--- config.mk ---
export PLATFORM = sky130hd
export DESIGN_NAME = opcode_decode_pipe
export DESIGN_NICKNAME = d
export VERILOG_FILES = /design/src/rtl/opcode_decode_pipe.sv
export SDC_FILE = /design/constraint.sdc
export NUM_CORES = 1
export LEC_CHECK = 0
export BUFFER_PORTS_ARGS = -buffer_cell sky130_fd_sc_hd__clkbuf_2
export CORE_ASPECT_RATIO = 0.6
export CORE_MARGIN = 8
export CORE_UTILIZATION = 58
export DETAILED_ROUTE_END_ITERATION = 7
export GPL_ROUTABILITY_DRIVEN = 0
export PLACE_DENSITY = 0.81
export REMOVE_ABC_BUFFERS = 1
export SYNTH_ARGS = -nofsm -noshare
export SYNTH_HDL_FRONTEND = slang
export SYNTH_SLANG_ARGS = --single-unit
export TNS_END_PERCENT = 5
--- constraint.sdc ---
create_clock -name clk -period 4.8 [get_ports clk]
set_clock_uncertainty 0.1 [all_clocks]
set_input_delay 0.24 -clock clk [delete_from_list [all_inputs] [get_ports clk]]
set_output_delay 0.24 -clock clk [all_outputs]
set_load 0.02 [all_outputs]
--- src/rtl/opcode_decode_pipe.sv ---
// ---------------------------------------------------------------------------
// opcode_decode_pipe
//
// Purpose
//   Classifies the major opcode (instr[6:0]) of each incoming instruction into
//   a one-hot class vector, flags illegal encodings, and carries the decoded
//   entry through STAGES elastic pipeline registers between fetch and the
//   register-read stage. Optional classes: AMO (EN_AMO) and the RV64 word
//   opcodes OP-IMM-32 / OP-32 (EN_RV64). A saturating counter records every
//   illegal entry handed downstream.
//
// Parameters
//   STAGES   pipeline register count (1..4); latency in cycles with out_ready=1
//   EN_AMO   1: opcode 0101111 is legal, class bit 11
//   EN_RV64  1: opcodes 0011011 (class 12) and 0111011 (class 13) are legal
//   TAG_W    width of the sideband tag carried alongside each instruction
//   CNT_W    width of illegal_count
//
// Ports
//   clk            in   1      clock, rising edge
//   rst            in   1      asynchronous reset, active-high
//   flush          in   1      synchronous kill of every in-flight entry
//   in_valid       in   1      upstream instruction valid
//   in_ready       out  1      stage 0 can accept this cycle
//   in_instr       in   32     instruction word
//   in_tag         in   TAG_W  sideband tag (ROB/PC index)
//   out_valid      out  1      decoded entry available
//   out_ready      in   1      downstream accepts
//   out_class      out  14     one-hot class: [0]lui [1]auipc [2]jal [3]jalr
//                              [4]branch [5]load [6]store [7]op-imm [8]op
//                              [9]fence [10]system [11]amo [12]op-imm-32
//                              [13]op-32
//   out_illegal    out  1      entry is illegal (out_class is zero then)
//   out_instr      out  32     instruction word, unchanged
//   out_tag        out  TAG_W  tag, unchanged
//   illegal_count  out  CNT_W  illegal entries delivered, saturating
// ---------------------------------------------------------------------------
module opcode_decode_pipe #(
  parameter int STAGES  = 2,
  parameter int EN_AMO  = 0,
  parameter int EN_RV64 = 0,
  parameter int TAG_W   = 5,
  parameter int CNT_W   = 16
) (
  input  logic             clk,
  input  logic             rst,
  input  logic             flush,
  input  logic             in_valid,
  output logic             in_ready,
  input  logic [31:0]      in_instr,
  input  logic [TAG_W-1:0] in_tag,
  output logic             out_valid,
  input  logic             out_ready,
  output logic [13:0]      out_class,
  output logic             out_illegal,
  output logic [31:0]      out_instr,
  output logic [TAG_W-1:0] out_tag,
  output logic [CNT_W-1:0] illegal_count
);

  // One pipeline entry: {class[13:0], illegal, instr[31:0], tag}
  localparam int ENT_W = 14 + 1 + 32 + TAG_W;

  localparam logic [CNT_W-1:0] CNT_MAX = {CNT_W{1'b1}};
  localparam logic [CNT_W-1:0] CNT_ONE = {{(CNT_W-1){1'b0}}, 1'b1};

  // Opcode classifier. Returns {class[13:0], illegal}. Only the major opcode
  // is inspected; funct3/funct7 are deliberately ignored. A class whose
  // enable parameter is off decodes as illegal.
  function automatic logic [14:0] decode_op(input logic [31:0] instr);
    logic [13:0] cls;
    cls = 14'b0;
    if (instr[1:0] == 2'b11) begin
      case (instr[6:0])
        7'b0110111: cls[0]  = 1'b1;            // lui
        7'b0010111: cls[1]  = 1'b1;            // auipc
        7'b1101111: cls[2]  = 1'b1;            // jal
        7'b1100111: cls[3]  = 1'b1;            // jalr
        7'b1100011: cls[4]  = 1'b1;            // branch
        7'b0000011: cls[5]  = 1'b1;            // load
        7'b0100011: cls[6]  = 1'b1;            // store
        7'b0010011: cls[7]  = 1'b1;            // op-imm
        7'b0110011: cls[8]  = 1'b1;            // op
        7'b0001111: cls[9]  = 1'b1;            // fence
        7'b1110011: cls[10] = 1'b1;            // system
        7'b0101111: cls[11] = (EN_AMO != 0);   // amo
        7'b0011011: cls[12] = (EN_RV64 != 0);  // op-imm-32
        7'b0111011: cls[13] = (EN_RV64 != 0);  // op-32
        default:    cls     = 14'b0;
      endcase
    end else begin
      // Compressed / reserved low bits are never a legal 32-bit encoding
      cls = 14'b0;
    end
    return {cls, (cls == 14'b0)};
  endfunction

  logic [14:0]      dec_s;
  logic [STAGES-1:0] v_r;
  logic [STAGES-1:0] ready_s;
  logic [STAGES-1:0] prev_v_s;
  logic [ENT_W-1:0] data_r      [STAGES];
  logic [ENT_W-1:0] prev_data_s [STAGES];
  logic [CNT_W-1:0] cnt_r;
  logic             deliver_ill_s;

  assign dec_s = decode_op(in_instr);

  for (genvar g = 0; g < STAGES; g++) begin : g_stage
    // Unrolled form of ready[g] = ~v[g] | ready[g+1]: stage g may load when
    // any stage from g to the output holds a bubble or the output drains.
    assign ready_s[g] = out_ready | ~(&v_r[STAGES-1:g]);

    if (g == 0) begin : g_head
      assign prev_v_s[g]    = in_valid;
      assign prev_data_s[g] = {dec_s, in_instr, in_tag};
    end else begin : g_body
      assign prev_v_s[g]    = v_r[g-1];
      assign prev_data_s[g] = data_r[g-1];
    end

    // Stage data register; loads whenever the stage advances, stale data
    // behind a cleared valid bit is harmless.
    always_ff @(posedge clk or posedge rst) begin
      if (rst) begin
        data_r[g] <= {ENT_W{1'b0}};
      end else if (ready_s[g]) begin
        data_r[g] <= prev_data_s[g];
      end else begin
        data_r[g] <= data_r[g];
      end
    end
  end

  // Stage valid bits: flush kills everything, including a beat offered this cycle
  always_ff @(posedge clk or posedge rst) begin
    if (rst) begin
      v_r <= {STAGES{1'b0}};
    end else if (flush) begin
      v_r <= {STAGES{1'b0}};
    end else begin
      v_r <= (v_r & ~ready_s) | (prev_v_s & ready_s);
    end
  end

  // An illegal entry is counted on the edge it is handed downstream
  assign deliver_ill_s = out_valid & out_ready & out_illegal;

  // Saturating illegal-entry counter; flush does not touch it
  always_ff @(posedge clk or posedge rst) begin
    if (rst) begin
      cnt_r <= {CNT_W{1'b0}};
    end else if (deliver_ill_s && (cnt_r != CNT_MAX)) begin
      cnt_r <= cnt_r + CNT_ONE;
    end else begin
      cnt_r <= cnt_r;
    end
  end

  assign in_ready      = ready_s[0];
  assign out_valid     = v_r[STAGES-1];
  assign out_class     = data_r[STAGES-1][ENT_W-1 -: 14];
  assign out_illegal   = data_r[STAGES-1][32 + TAG_W];
  assign out_instr     = data_r[STAGES-1][TAG_W +: 32];
  assign out_tag       = data_r[STAGES-1][TAG_W-1:0];
  assign illegal_count = cnt_r;

endmodule
# Yosys cells after proc, flatten, opt, wreduce, memory -nomap -nowiden
# Index checks and enable logic that the tools add are counted.
# totals
elab_cells	44
reg_bits	122
in_bits	42
out_inout_bits	70
# op_classes
reduce_logical	3
muxes	13
eq_ne	13
add_sub_neg	1
n_bitwise	10
# ops
cell	n
7-bit equality test (second input constant)	4
7-bit by 6-bit equality test with 1-bit output (second input constant)	3
16-bit by 1-bit adder with 16-bit output (second input constant)	1
16-bit inequality test (second input constant)	1
7-bit by 5-bit equality test with 1-bit output (second input constant)	2
14-bit zero test	1
1-bit two-way mux	11
11-bit two-way mux	1
7-bit by 2-bit equality test with 1-bit output (second input constant)	1
7-bit by 4-bit equality test with 1-bit output (second input constant)	1
2-bit AND	2
1-bit AND	2
2-bit equality test (second input constant)	1
2-bit two-way mux	1
1-bit NOT	2
2-bit NOT	1
1-bit bitwise OR	2
2-bit bitwise OR	1
2-bit AND reduction	1
1-bit logical AND	1

# Logic depth before layout (Yosys ltp)
# Gate-level depths: netlist (run 1).
# depth
ltp_word	7
ltp_mapped	9
ltp_nobuf	6

# Least setup slack after synthesis (run 1)
# No wires, ideal clock.
# synth_timing
path_type	flip-flop to flip-flop
start	register cnt_r[0], in the netlist illegal_count[0]
end	register cnt_r[3], in the netlist illegal_count[3]
arrival_ns	1.584
slack_ns	2.983
path_stages_with_launch	7
required_time_ns	4.567
n_path_buf	0
synth_period_minus_slack_ns	1.817
path_cell_list	dfrtp_1 > ha_1 > nand4_1 > nor2_1 > a21oi_4 > and4_1 > xor2_1
# synth_via
elab_chain_len	2
elab_cells_between_ends	3
cone_classes	add/sub: 1; eq/ne: 1; reduce/logical: 1
# synth_lines
element	line	source
start: declaration	104	logic [CNT_W-1:0] cnt_r;
start signal: assignment	152	cnt_r <= {CNT_W{1'b0}};
start signal: assignment	154	cnt_r <= cnt_r + CNT_ONE;
start signal: assignment	156	cnt_r <= cnt_r;
branches (longest 2 deep; another with 16-bit by 1-bit adder with 16-bit output)	n/a	
# Several ways; the timed one is not identified.
# A chain may end at the register's enable or synchronous reset.

# Final worst setup path (run 1)
# layout_timing
start	register v_r[1]
end	output port in_ready
# layout_via
elab_chain_len	3
# layout_lines
element	line	source
start: declaration	99	logic [STAGES-1:0] v_r;
start signal: assignment	138	v_r <= {STAGES{1'b0}};
start signal: assignment	140	v_r <= {STAGES{1'b0}};
start signal: assignment	142	v_r <= (v_r & ~ready_s) | (prev_v_s & ready_s);
2-bit AND reduction	112	assign ready_s[g] = out_ready | ~(&v_r[STAGES-1:g]);
1-bit NOT	112	
1-bit bitwise OR	112	
end: declaration	49	output logic in_ready,
# No other way between the ends.

==> out/qor.yml, run 1 <==
wl_per_cell_um: 15.8
via_count: 3389
maxSlewViolCount: 0
arrival_ps: 2400
fin_ws_ps: 2060
cts_buffer_depth: 2
dp_cells: 603
cp.required_ps: 4460
holdWs_ps: 24.4
ioPinCount: 112
cellLeakagePower_nw: 3.07
post_cts_buffers: 0
post-route-drc-count: 0
synthesis.area_mm2: 0.00501
endpoint_kind: "output pin"
clk_pin_slew_ps: 50
synth_flop_cell: "dfrtp_1"
cap_viol_max_count: 0
rsz0062_at_grt: "false"
antenna_found_initial: 0
finalCriticalPeriod_ps: 2740
synth_top_area_share_pct: 57.9
first_iter_violations: 183
hold_viol: 0
grt_max_degree: 76
antenna_cells: 0
tritoncts: "done"
grt_pass1_vias: 3560
clk_latency_ps: 400
run_status: "finished clean"
synthArstFlopShare_pct: 100
yosys-top-cells-area: "dfrtp_1 (58%), mux2_2 (11%), nand2_1 (9.4%), buf_4 (7.8%), buf_2 (1.3%)"
path_max_fanout: 51
yosysUniqueCellTypes: 41
final_cell_mix: "nand2_1 (126), dfrtp_1 (116), clkbuf_2 (108), mux2_2 (50), dlygate4sd3_1 (34)"
fmax_mhz: 365
synth_edf_count: 0
stdcell_count: 666
grt_first_pass_wirelength_um: 17800
hp-class: "input pin to flop"
clockRootBuffer: "clkbuf_16"
die_y_um: 88.0
ys_warn_count: 0
yosysTopAreaCell: "dfrtp_1"
seq_area_frac_synth_pct: 57.9
start_util_pct: 59.2
drive_gt1_share_pct: 36.5
finalSetupViolCount: 0
die-area_mm2: 0.0120
min_period_over_period_pct: 57.1
fin_tns_setup_ps: 0
finalWirelength_um: 10600
numPortBuffers: 108
design.core.area_mm2: 0.00846
ctsResizeCount: 0
die_x_um: 136
worst_slew_pin_slew_ps: 881
placed_area_mm2: 0.00527
grt_overflow_total: 0
syn_to_final_growth_pct: 22.9
syn_inst: 446
first_pass_iters: 6
irDropWorstVdd_mv: 0.327
cts-buffers-inserted: 17
cts.sinks: 116
syn_area_per_cell_um2: 11.2
worst_setup_path_start_kind: "flop"
final_common_cell: "nand2_1"
cts_max_level: 4
track_usage_pct: 19.0
final_core_util_pct: 72.8
ys_ff_latch: 116
vias_per_cell: 5.09
drtAntennaViolNets: 0
cts_hold_buf: 34
relSlewSlack_pct: 41.2
dp.final_hpwl_um: 7080
dpl_worst_slack_ps: 2370
finalPower_mw: 2.51
final_nets: 587
path_class: "flop to output pin"
design_area_mm2: 0.00616
rows: 26
powerDensity_mw_per_mm2: 408
synthesized netlist by cell type, drive strengths merged (5+ instances only):
cell and count:
nand3 7, nand4 6, inv 5, dfrtp 116, nor2 11, xnor2 5, nand2 126, buf 65
mux2 51, xor2 7, o21ai 10
layout make-up:
type | instances | area [µm²]
timing repair buffer | 145 | 903
clock inverter | 4 | 47.5
inverter | 5 | 21.3
sequential | 116 | 2900
clock buffer | 25 | 505
multi-input combinational | 259 | 1640
tap | 112 | 140
fill | 595 | 2300
layer usage:
layer | GRT usage (%) | wire, µm | vias to the layer above
li1 | - | - | 1615
met1 | 24.8 | 4900 | 1675
met2 | 28.9 | 4870 | 93
met3 | 7.10 | 701 | 6
met4 | 6.24 | 75 | 0
met5 | 0 | 0 | -
where the power goes:
group / internal, mW / switching (mW)
sequential: 1.04 / 0.0467
clock: 0.769 / 0.396
combinational: 0.107 / 0.155
state kept, by name (all words and copies together), names as in the netlist:
register and flops:
data_r 49, illegal_count 16, out_class 11, out_illegal 1
out_instr 32, out_tag 5, v_r 2
kinds of logic (layout without fill, tap and decap cells):
kind of cell / Yosys count / count (layout) / share of synthesized area [%]
AO/OA/AOI/OAI: 20 / 20 / 2.75
XOR/XNOR: 12 / 12 / 2.10
adder cells (fa/ha/maj): 1 / 1 / 0.250
buffers and inverters: 73 / 179 / 9.69
flip-flops: 116 / 116 / 57.9
multiplexers: 51 / 51 / 11.5
other: 1 / 3 / 0.0749
AND/OR/NAND/NOR: 172 / 172 / 15.7
path summary, 6_finish.rpt:
check	start	to	slack (ps)	depth (start not counted)
setup reg to reg	v_r[1]	data_r[89]	2390	6
max in group asynchronous	rst	data_r[69]	3030	4
hold / removal	in_instr[1]	data_r[58]	20	3
hold reg to reg	data_r[87]	data_r[87]	360	2
min in group asynchronous	rst	out_instr[24]	470	3
setup / recovery	v_r[1]	in_ready	2060	5
worst max-delay path, cell delays in order, from the launching register on:
cell and delay [ps]:
dfrtp_1 400, nor2b_4 130, buf_4 320, and2_2 310, inv_2 530, clkbuf_2 300
Power figures use the tool's default switching activity.
==> run 2: changes to the inputs <==
- ABC_AREA: not set -> 1
- CORE_UTILIZATION: 58 -> 49
- PLACE_DENSITY: 0.81 -> 0.72
- clock period: 4.8 -> 2.45 ns (I/O delays scaled with it)
==> out/qor.yml, run 2 <==
cts_max_level: 4
dpl_worst_slack_ps: 657
relSlewSlack_pct: 53.1
yosysUniqueCellTypes: 26
cap_viol_max_count: 0
wl_per_cell_um: 13.7
via_count: 4224
regMostFlops: "data_r"
antenna_cells: 0
dp_cells: 810
hold_viol: 0
cts.sinks: 116
syn_area_per_cell_um2: 8.44
dp.final_hpwl_um: 8120
worstPathCellList: "inv_1 -> nor2_4 -> nand2_2 -> inv_2 -> nor2_1 -> nor2_1 -> dlygate4sd3_1"
ys_warn_count: 0
synth_edf_count: 0
final_cell_mix: "nand2_1 (275), dfrtp_1 (116), clkbuf_2 (108), o21ai_0 (43), dlygate4sd3_1 (40)"
track_usage_pct: 17.4
fillers: 872
drive_gt1_share_pct: 23.7
die_y_um: 96.5
placed_area_mm2: 0.00558
final_common_cell: "nand2_1"
clk_latency_ps: 400
fmax_mhz: 496
largest_register_ffs: 49
irDropWorstVdd_mv: 0.585
seqPwrFrac_pct: 39.1
synth_flop_cell: "dfrtp_1"
rows: 29
clk_pin_slew_ps: 50
die_x_um: 150
endpoint_kind: "flop"
worst_setup_path_start_kind: "flop"
vias_per_cell: 4.79
sw_frac_of_total_pct: 26.1
path_max_fanout: 46
ctsResizeCount: 0
drtAntennaViolNets: 0
ioPinCount: 112
run_status: "finished clean"
ys_ff_latch: 116
grt_overflow_total: 0
finalCriticalPeriod_ps: 2020
finalSetupViolCount: 0
numPortBuffers: 108
yosys-top-cells-area: "dfrtp_1 (55%), nand2_1 (20%), buf_4 (7.2%), o21ai_0 (4.1%), inv_1 (2.4%)"
min_period_over_period_pct: 82.4
cellLeakagePower_nw: 3.49
cts_buffer_depth: 2
worst_slew_pin_slew_ps: 702
first_pass_iters: 5
post-route-drc-count: 0
synthesis.area_mm2: 0.00529
arrival_ps: 2260
syn_to_final_growth_pct: 25.6
antenna_found_initial: 0
cts-buffers-inserted: 17
start_util_pct: 50.3
synthArstFlopShare_pct: 100
clockRootBuffer: "clkbuf_16"
seq_area_frac_synth_pct: 54.9
design_area_mm2: 0.00664
syn_inst: 627
yosysTopAreaCell: "dfrtp_1"
rsz0062_at_grt: "false"
fin_ws_ps: 432
design.core.area_mm2: 0.0105
final_nets: 773
yosysMostFrequentCell: "nand2_1"
p_clk_share_pct: 47.6
powerDensity_mw_per_mm2: 856
p_switching_mw: 1.48
cpPeakStageDelay_ps: 550
stdcell_count: 882
power_frac_comb_pct: 13.3
worst_path_most_repeated_cell: "nor2_1"
grt_pass1_vias: 4083
synthTopCellsByCount: "nand2_1 (275), dfrtp_1 (116), buf_4 (51)"
path_class: "flop to flop"
grt_max_degree: 54
maxSlewViolCount: 0
finalPower_mw: 5.68
finalWirelength_um: 12100
hp-class: "input pin to async pin"
die-area_mm2: 0.0145
internal_power_mw: 4.20
tritoncts: "done"
slowest_stage: "dlygate4sd3_1"
first_iter_violations: 269
cp.required_ps: 2690
grt_first_pass_wirelength_um: 19800
synth_top_area_share_pct: 54.9
-- run 2: changes by cell type after synthesis, sizes merged, moves of 6 or more --
cell / delta
nand3: +9
mux2: -51
inv: +31
nand2: +158
clkbuf: +6
nor2: +21
o21ai: +42
-- run 2: worst paths after layout --
kind | startpoint | endpoint | slack (ps) | cells after the start
setup / recovery | v_r[1] | v_r[0] | 430 | 7
hold / removal | rst | illegal_count[7] | 150 | 3
min in group clk | out_ready | out_class[3] | 180 | 5
hold reg to reg | data_r[65] | out_instr[8] | 360 | 2
max in group asynchronous | rst | out_instr[16] | 1450 | 4
setup reg to reg | v_r[1] | v_r[0] | 430 | 7
-- run 2: area by class of cell --
class	instances	area, µm²	area share, %
tap	139	174	2.62
multi-input combinational	403	1760	26.5
clock buffer	19	453	6.82
sequential	116	2900	43.7
clock inverter	13	205	3.09
timing repair buffer	155	1010	15.1
inverter	37	141	2.13
-- run 2: logic make-up (layout without fill, tap and decap cells) --
kind of cell,Yosys count,in the layout,synth area share [%]
buffers and inverters,110,224,12.1
AO/OA/AOI/OAI,54,54,5.73
other,1,3,0.0709
XOR/XNOR,7,7,1.16
flip-flops,116,116,54.9
AND/OR/NAND/NOR,338,338,25.8
adder cells (fa/ha/maj),1,1,0.237
-- run 2: power groups by stage --
| stage | Combinational, mW | Clock [mW] | Sequential, mW |
|---|---|---|---|
| 2_1_floorplan | 0.319 | 0 | 2.36 |
| 3_3_place_gp | 0.700 | 0 | 2.24 |
| 3_5_place_dp | 0.713 | 0 | 2.25 |
| 4_1_cts | 0.767 | 2.76 | 2.22 |
| 5_1_grt | 0.838 | 2.84 | 2.24 |
| 6_report | 0.757 | 2.71 | 2.22 |
-- run 2: per-layer routing --
metal | part of all wire (%) | GRT usage [%] | vias to the layer above | routed length, µm
met3 | 9.3 | 6.28 | 14 | 1120
li1 | - | - | 2089 | -
met1 | 46 | 22.5 | 1973 | 5520
met2 | 44 | 26.7 | 148 | 5320
met5 | 0 | 0 | - | 0
met4 | 1.0 | 6.20 | 0 | 121
-- run 2: through the flow --
| step | util, % | setup TNS, ps | hold slack, ps |
|---|---|---|---|
| 2_1_floorplan | - | -176440 | 88.9 |
| 3_3_place_gp | 53.1 | 0 | 36.6 |
| 3_5_place_dp | 53.1 | 0 | 32.4 |
| 4_1_cts | 63.1 | 0 | 150 |
| 5_1_grt | 63.1 | 0 | 179 |
| 6_report | 63.1 | 0 | 151 |
-- run 2: what timing repair did --
item | in CTS | in global routing
hold buffers | 40 | 0
hold endpoints to repair | 136 | 0
buffers inserted | 0 | 0
-- run 2: critical path: cells and delay by family (launching register included) --
kind          cells  cell delay (ps)
simple gates      4              380
flops             1              340
buf+inv           3             1140
